### src/rtl/tc_pkg.sv
// Shared definitions for the simulation test controller: state encoding,
// default mailbox addresses and the TOHOST pass code.
package tc_pkg;

  typedef enum logic [2:0] {
    ST_RESET   = 3'd0,
    ST_RUN     = 3'd1,
    ST_PASS    = 3'd2,
    ST_FAIL    = 3'd3,
    ST_TIMEOUT = 3'd4
  } tc_state_e;

  localparam logic [31:0] TOHOST_ADDR_DEF  = 32'h0000_3FF0;
  localparam logic [31:0] CONSOLE_ADDR_DEF = 32'h0000_3FF4;
  localparam logic [31:0] PASS_CODE        = 32'h0000_0001;

endpackage

### src/rtl/sat_counter.sv
// Up-counter that sticks at all-ones instead of wrapping.
module sat_counter #(
  parameter int W = 8
) (
  input  logic         clk,
  input  logic         rst,
  input  logic         en,
  output logic [W-1:0] q
);

  always_ff @(posedge clk) begin
    if (rst) begin
      q <= '0;
    end else if (en && !(&q)) begin
      q <= q + W'(1);
    end
  end

endmodule

### src/rtl/sim_test_controller.sv
// Test supervisor for the RV32I core: sequences core reset, counts cycles and
// retired instructions, snoops TOHOST/CONSOLE writes and enforces a watchdog.
module sim_test_controller
  import tc_pkg::*;
#(
  parameter int               ADDR_W       = 32,
  parameter int               CNT_W        = 32,
  parameter int               RESET_CYCLES = 4,
  parameter int               MAX_CYCLES   = 200,
  parameter logic [31:0]      TOHOST_ADDR  = TOHOST_ADDR_DEF,
  parameter logic [31:0]      CONSOLE_ADDR = CONSOLE_ADDR_DEF
) (
  input  logic              clk,
  input  logic              rst,
  input  logic              mem_we,
  input  logic [ADDR_W-1:0] mem_addr,
  input  logic [31:0]       mem_wdata,
  input  logic              instr_retire,
  output logic              core_rst,
  output logic              core_halt,
  output logic              done,
  output logic              pass,
  output logic [30:0]       fail_code,
  output logic [CNT_W-1:0]  cycle_count,
  output logic [CNT_W-1:0]  instret_count,
  output logic              cons_valid,
  output logic [7:0]        cons_data
);

  localparam int RST_W = $clog2(RESET_CYCLES + 1);
  // Byte-lane bits are masked off so any byte within the mailbox word matches.
  localparam logic [ADDR_W-1:0] WORD_MASK    = ~ADDR_W'(3);
  localparam logic [ADDR_W-1:0] TOHOST_WORD  = ADDR_W'(TOHOST_ADDR) & WORD_MASK;
  localparam logic [ADDR_W-1:0] CONSOLE_WORD = ADDR_W'(CONSOLE_ADDR) & WORD_MASK;

  tc_state_e        state, next_state;
  logic [RST_W-1:0] rst_cnt;
  logic             tohost_hit, console_hit, decisive, wd_expire;
  logic             run_stay, retire_en, cons_fire;

  always_comb begin
    tohost_hit  = mem_we && ((mem_addr & WORD_MASK) == TOHOST_WORD);
    console_hit = mem_we && ((mem_addr & WORD_MASK) == CONSOLE_WORD);
    decisive    = tohost_hit && mem_wdata[0];
    wd_expire   = (cycle_count == CNT_W'(MAX_CYCLES - 1));
  end

  always_ff @(posedge clk) begin
    if (rst) begin
      state <= ST_RESET;
    end else begin
      state <= next_state;
    end
  end

  always_comb begin
    next_state = state;
    case (state)
      ST_RESET: begin
        if (rst_cnt == RST_W'(RESET_CYCLES - 1)) next_state = ST_RUN;
      end
      ST_RUN: begin
        // A decisive TOHOST write outranks the watchdog on the same edge.
        if (decisive) begin
          next_state = (mem_wdata == PASS_CODE) ? ST_PASS : ST_FAIL;
        end else if (wd_expire) begin
          next_state = ST_TIMEOUT;
        end
      end
      default: next_state = state;
    endcase
  end

  always_comb begin
    core_rst  = 1'b0;
    core_halt = 1'b0;
    done      = 1'b0;
    pass      = 1'b0;
    case (state)
      ST_RESET:   core_rst = 1'b1;
      ST_PASS:    begin core_halt = 1'b1; done = 1'b1; pass = 1'b1; end
      ST_FAIL:    begin core_halt = 1'b1; done = 1'b1; end
      ST_TIMEOUT: begin core_halt = 1'b1; done = 1'b1; end
      default:    core_rst = 1'b0;
    endcase
  end

  // The terminating edge itself does not count, so counters freeze at the value seen then.
  always_comb begin
    run_stay  = (state == ST_RUN) && (next_state == ST_RUN);
    retire_en = run_stay && instr_retire;
    cons_fire = console_hit && (state != ST_RESET);
  end

  always_ff @(posedge clk) begin
    if (rst) begin
      fail_code <= '0;
    end else if ((state == ST_RUN) && (next_state == ST_FAIL)) begin
      fail_code <= mem_wdata[31:1];
    end
  end

  always_ff @(posedge clk) begin
    if (rst) begin
      cons_valid <= 1'b0;
      cons_data  <= '0;
    end else begin
      cons_valid <= cons_fire;
      if (cons_fire) cons_data <= mem_wdata[7:0];
    end
  end

  sat_counter #(.W(RST_W)) u_rst_seq (
    .clk (clk),
    .rst (rst),
    .en  (state == ST_RESET),
    .q   (rst_cnt)
  );

  sat_counter #(.W(CNT_W)) u_cycle_cnt (
    .clk (clk),
    .rst (rst),
    .en  (run_stay),
    .q   (cycle_count)
  );

  sat_counter #(.W(CNT_W)) u_instret_cnt (
    .clk (clk),
    .rst (rst),
    .en  (retire_en),
    .q   (instret_count)
  );

endmodule

### config.mk
export PLATFORM = sky130hd
export DESIGN_NAME = sim_test_controller
export DESIGN_NICKNAME = d
export VERILOG_FILES = /design/src/rtl/tc_pkg.sv /design/src/rtl/sat_counter.sv /design/src/rtl/sim_test_controller.sv
export SDC_FILE = /design/constraint.sdc
export NUM_CORES = 1
export LEC_CHECK = 0
export ABC_AREA = 1
export ABC_CLOCK_PERIOD_IN_PS = 2800
export BUFFER_PORTS_ARGS = -buffer_cell sky130_fd_sc_hd__buf_2
export CORE_AREA = 2 2 113 115
export DETAILED_ROUTE_END_ITERATION = 6
export DIE_AREA = 0 0 115 117
export GPL_TIMING_DRIVEN = 0
export PLACE_DENSITY = 0.92
export SLEW_MARGIN = 20
export SYNTH_ARGS = -nofsm -noshare
export SYNTH_HDL_FRONTEND = slang
export SYNTH_HIERARCHICAL = 1
export SYNTH_SLANG_ARGS = --single-unit
export TNS_END_PERCENT = 1
### constraint.sdc
create_clock -name clk -period 2.8 [get_ports clk]
set_clock_uncertainty 0.15 [all_clocks]
set_input_delay 0.14 -clock clk [delete_from_list [all_inputs] [get_ports clk]]
set_output_delay 0.14 -clock clk [all_outputs]
set_load 0.005 [all_outputs]
Word level (Yosys, flattened, before mapping)
Cells that the tools add are included. W data, S select, Z words.

Bits in latches: 0. Input port bits: 68. Bits in writable memories: 0. Flip-flop bits (word level): 110. Output and inout port bits: 108. Memories kept: 0. ROM bits: 0. Word-level logic and storage cells: 48.

Bitwise gates (word level): 0. Mux-type cells: 8. Shift-type cells: 0. Reduce and logical (&&, ||, !) cells: 19. Magnitude comparators: 0. Multiply operators: 0. Divide/modulo/power cells: 0. Equality and inequality tests: 11. Add/subtract/negate cells: 3.

Operator list (number): $add A32 B1 Y32 const B (2); $reduce_and A32 Y1 (2); $eq A30 B12 Y1 const B (2); $eq A32 B1 Y1 const B (1); $eq A32 B8 Y1 const B (1); $eq A3 B2 Y1 const B (4); $logic_and A1 B1 Y1 (10); $mux W3 (3); $eq A3 B1 Y1 const B (2); $pmux W3 S2 (1); $mux W1 (4); $add A3 B1 Y3 const B (1); $eq A3 B3 Y1 const B (1); $logic_not A1 Y1 (3); $logic_not A3 Y1 (1); $reduce_and A3 Y1 (1); $reduce_bool A3 Y1 (1); $reduce_or A3 Y1 (1).

Longest topological paths before layout
Depth in word-level cells: 9. Gate-level depth with buffers: 16. Mapped depth without buffers: 16.

Hierarchy
Netlist, hierarchy kept.

Modules (own cells, without submodules): sat_counter (u_cycle_cnt ...) (cells each 320, seq. area each 640.6 um^2, area each 1984.4 um^2, times used 2); sim_test_controller (cells each 376, seq. area each 860.8 um^2, area each 2243.4 um^2, times used 1); sat_counter (u_rst_seq) (cells each 23, seq. area each 60.1 um^2, area each 158.9 um^2, times used 1).

Worst setup path after synthesis
Ideal clock, no wire load.

Kind: flip-flop to flip-flop. Start point: reg state[2]. End point: reg u_instret_cnt.q[23]. Period minus slack after synthesis: 2142 ps. Cell stages (with the launch flop): 13. Setup slack: 658 ps. Buffers on the path: 0. Data arrival time: 1879 ps. Data required time: 2537 ps. Cell sequence: dfxtp_1 > nor2_1 > inv_1 > nor2_2 > nand3_1 > nor2_1 > inv_1 > nor2_2 > nand2_1 > nor2_2 > nand3_1 > nor2_1 > nor2_1.

Cells in the longest elaborated chain, start to end: 7. Elaborated cells between the ends (all ways): 10. Those cells by class: 2 x eq/ne; 4 x mux; 4 x reduce/logical.

RTL lines: from (decl) (RTL line sim_test_controller.sv:36) `tc_state_e state, next_state;`; from (signal assigned) (RTL line sim_test_controller.sv:52) `state <= next_state;`; $mux W3 (RTL line sim_test_controller.sv:66) `end else if (wd_expire) begin`; $mux W3 (RTL line sim_test_controller.sv:64) `if (decisive) begin`; $pmux W3 S2 (RTL line sim_test_controller.sv:58) `case (state)`; $eq A3 B1 Y1 (RTL line sim_test_controller.sv:90) `run_stay = (state == ST_RUN) && (next_state == ST_RUN);`; $logic_and A1 B1 Y1 * (RTL line sim_test_controller.sv:90); $logic_and A1 B1 Y1 * (RTL line sim_test_controller.sv:91) `retire_en = run_stay && instr_retire;`; net retire_en (RTL line sim_test_controller.sv:39) `logic run_stay, retire_en, cons_fire;`; $logic_and A1 B1 Y1 * (RTL line sat_counter.sv:14) `end else if (en && !(&q)) begin`; to (signal assigned) (RTL line sat_counter.sv:15) `q <= q + W'(1);`; to (decl) (RTL line sat_counter.sv:8) `output logic [W-1:0] q`.

Mark *: on every way through the listed nets, which the timed path passes. The rest lies on a longest branch. A chain may end at the register's enable or synchronous reset.

Worst setup path in the final report
Start point: reg u_cycle_cnt.q[29]. End point: reg u_cycle_cnt.q[31].

Cells in the longest elaborated chain, start to end: 7. Elaborated cells between the ends (all ways): 10. Those cells by class: 1 x add/sub; 2 x eq/ne; 3 x mux; 4 x reduce/logical.

RTL lines: from (decl) (RTL line sat_counter.sv:8); from (signal assigned) (RTL line sat_counter.sv:15); $eq A32 B8 Y1 (RTL line sim_test_controller.sv:45) `wd_expire = (cycle_count == CNT_W'(MAX_CYCLES - 1));`; $mux W3 (RTL line sim_test_controller.sv:66); $mux W3 (RTL line sim_test_controller.sv:64); $pmux W3 S2 (RTL line sim_test_controller.sv:58); $eq A3 B1 Y1 (RTL line sim_test_controller.sv:90); $logic_and A1 B1 Y1 (RTL line sim_test_controller.sv:90); net run_stay (RTL line sim_test_controller.sv:39); $logic_and A1 B1 Y1 (RTL line sat_counter.sv:14).

The timed path passes the listed nets, and every way through them passes these cells.

==> out/metrics.yaml <==
outcome:
  status: "finished clean"
cells_and_area:
  design_area_um2: 8143
  nFillCells: 1051
  finalNonFillerCells: 1413
  antenna_cells: 0
  regArea_um2: 2207
  area_growth_pct: 27.81
  multiInputGateArea_um2: 3586
  drive_gt1_share_pct: 20.11
  nNetsFinal: 1330
route:
  vias_per_cell: 5.388
  drt_iter0_drc: 679
  drt-wirelength-per-cell_um: 14.00
  ant_nets: 0
  wirelength_um: 19780
  detail_route.first_pass.iterations: 6
  via_count: 7613
  drcViolationCount: 0
cts:
  numCtsBuffers: 9
  clock_path_buffers: 2
  ctsHtreeMaxLevel: 3
  cts.sinks: 110
  cts_tree: "yes"
  clockRootBuffer: "clkbuf_16"
  clkLatencyLatePin_ns: 0.36
  path_clk_slew_ns: 0.07
synthesis:
  yosysUniqueCellTypes: 29
  synth-seq-cells: 110
  synthTopCellsByArea: "dfxtp_1 35%, nor2_1 17%, nand2_1 15%"
  syn_area_per_cell_um2: 6.132
  synth_edf_count: 0
  synthTopCellsByCount: "293 x nor2_1, 261 x nand2_1, 110 x dfxtp_1, 104 x inv_1, 72 x nand3_1"
  synth_top_area_cell: "dfxtp_1"
  ys_seq_area_share_pct: 34.56
  syn_nets: 1111
  syn_area_um2: 6371
  synth_cells: 1039
  yosys_warnings: 6
  synth_top_area_share_pct: 34.56
  yosysMostFrequentCell: "nor2_1"
  synthFlopType: "dfxtp_1"
  synthArstFlopShare_pct: 0
place:
  place_ws_ns: -0.1908
  gp_congestion: 0.9330
  dp.cells: 1362
  postPlaceCellArea_um2: 7425
  dp_hpwl_um: 13700
  portBuffers: 173
worst_setup_path:
  max_stage_delay_ns: 0.43
  criticalPathCategory: "register to register"
  r2r_cells: 14
  arrival_ns: 2.68
  crit_family: "simple AND/OR/NAND/NOR gates"
  cpMostUsedCell: "nand2_1"
  cp_max_fo: 8
  required_ns: 2.95
  crit_cells: 14
  critPathSlowestCell: "dfxtp_1"
  startpoint_type: "register"
  end_kind: "register"
  path_cells: "nor2_1 > nand4_1 > nor2_1 > nand2_1 > nand3_4 > inv_2 > inv_1 > nor2_2 > nand2_1 > nor2_2 > nand3_1 > nand2_1 > nand2_1 > nor2_1"
  path_buf_inv: 2
pwr:
  pwr-share-comb_pct: 8.9
  power_mw: 3.414
  peakVddDrop_v: 0.0003706
  intPower_mw: 2.591
  p_sw_share_pct: 24.11
  switching_power_mw: 0.8232
  power_leakage_nw: 3.842
  seqPwrFrac_pct: 46.9
  clock_power_share_pct: 44.1
  power.density_nw_per_um2: 419.3
global_routing:
  overflow: 0
  grt_use_total_pct: 29.07
  grt_pass1_vias: 7029
  grt_max_degree: 19
  antenna_found_initial: 0
  grt_pass1_wl_um: 31620
sta:
  setup_viol: 0
  fin_crit_sh_pct: 90.54
  fin_crit_ns: 2.535
  rsz0062_at_grt: "no"
  worstMarginPinSlew_ns: 0.5916
  hold_viol: 0
  setup_ws_ns: 0.2649
  setup_tns_ns: 0
  maxSlewHeadroom_pct: 60.56
  fmax_mhz: 394.5
  slew_viol_final: 0
min_path:
  hold_path_depth: 8
  min_path_type: "input pin to register"
floorplan:
  fp.dieW_um: 115
  die_height_um: 117
  row_count: 41
  initial_core_util_pct: 51.75
  core_area_um2: 12310
  fp.dieArea_um2: 13460
  io_pins: 176
job:
  maxCapViolations: 0
==> final timing paths <==
check,start,slack [ns],end
hold / removal,mem_addr[17],0.15,state[1]
setup / recovery,u_cycle_cnt/q[29],0.26,u_cycle_cnt/q[31]
setup reg to reg,u_cycle_cnt/q[29],0.26,u_cycle_cnt/q[31]
hold reg to reg,cons_data[7],0.31,cons_data[7]
==> per-stage QoR <==
stage	hold slack, ns	util [%]
6_report	0.1475	66.14
5_1_grt	0.1996	66.14
3_5_place_dp	0.2334	60.30
4_1_cts	0.1367	65.94
2_1_floorplan	0.05907	-
3_3_place_gp	0.2283	60.30
==> logic make-up after synthesis <==
family	synth area share [%]
and+or+nand+nor	49.23
buffers and inverters	9.466
DFF	34.56
AOI/OAI and AO/OA	5.401
xor gates and xnor gates	0.5500
adders and majority gates	0.7856
==> registers in the layout, indices dropped and copies added, names as in the netlist <==
signal,cells
cons_data,8
cons_valid,1
fail_code,31
state,3
u_cycle_cnt/q,32
u_instret_cnt/q,32
u_rst_seq/q,3
==> layer usage <==
metal  up-vias  global-route usage, %  routed length [um]
met1      3440                  33.83                7977
met2       377                  50.43                9493
met4         0                  17.51                 968
met3        92                  4.789                1342
li1       3704                      -                   -
met5         -                      0                   0
==> worst register-to-register path: stages (launching register included) <==
cell and delay (ns):
dfxtp_1 0.43, nor2_1 0.07, nand4_1 0.12, nor2_1 0.09, nand2_1 0.16, nand3_4 0.15
inv_2 0.15, inv_1 0.18, nor2_2 0.24, nand2_1 0.15, nor2_2 0.21, nand3_1 0.16
nand2_1 0.08, nand2_1 0.05, nor2_1 0.09
==> power by group through the flow <==
stage / clock network, mW / logic (mW) / registers, mW
6_report: 1.51 / 0.305 / 1.60
5_1_grt: 1.58 / 0.341 / 1.61
4_1_cts: 1.51 / 0.292 / 1.60
3_5_place_dp: 0 / 0.251 / 1.64
3_3_place_gp: 0 / 0.241 / 1.64
2_1_floorplan: 0 / 0.143 / 1.63
==> what timing repair did <==
item,CTS,global route
pin swaps,0,1
hold buffers,34,0
endpoints found under the setup margin,8,21
buffers inserted,0,1
hold endpoints to repair,42,0
resized for setup,2,7
==> layout make-up <==
class / instances / area share (%)
Clock inverter: 7 / 1.475
Tap cell: 150 / 2.305
Inverter: 105 / 4.840
Sequential cell: 110 / 27.11
Buffer: 30 / 2.566
Multi-Input combinational cell: 794 / 44.04
Clock buffer: 9 / 2.766
Timing Repair Buffer: 208 / 14.90
==> cells in the final DEF (no fill, tap or decap), drive strengths merged <==
cell type,netlist,routed
nor3,16,16
nor2b,1,1
a211oi,8,8
inv,105,107
xnor2,2,2
o21ai,2,2
a21oi,46,46
dlygate4sd3,0,34
dfxtp,110,110
ha,4,4
nand4,32,32
nor2,317,317
a31oi,7,7
nand3,72,72
clkinv,0,1
nand3b,12,12
clkinvlp,0,1
clkbuf,10,19
buf,20,194
and2,1,1
bufinv,0,3
xor2,2,2
nand2,270,270
and3,2,2
Power figures use the tool's default switching activity.
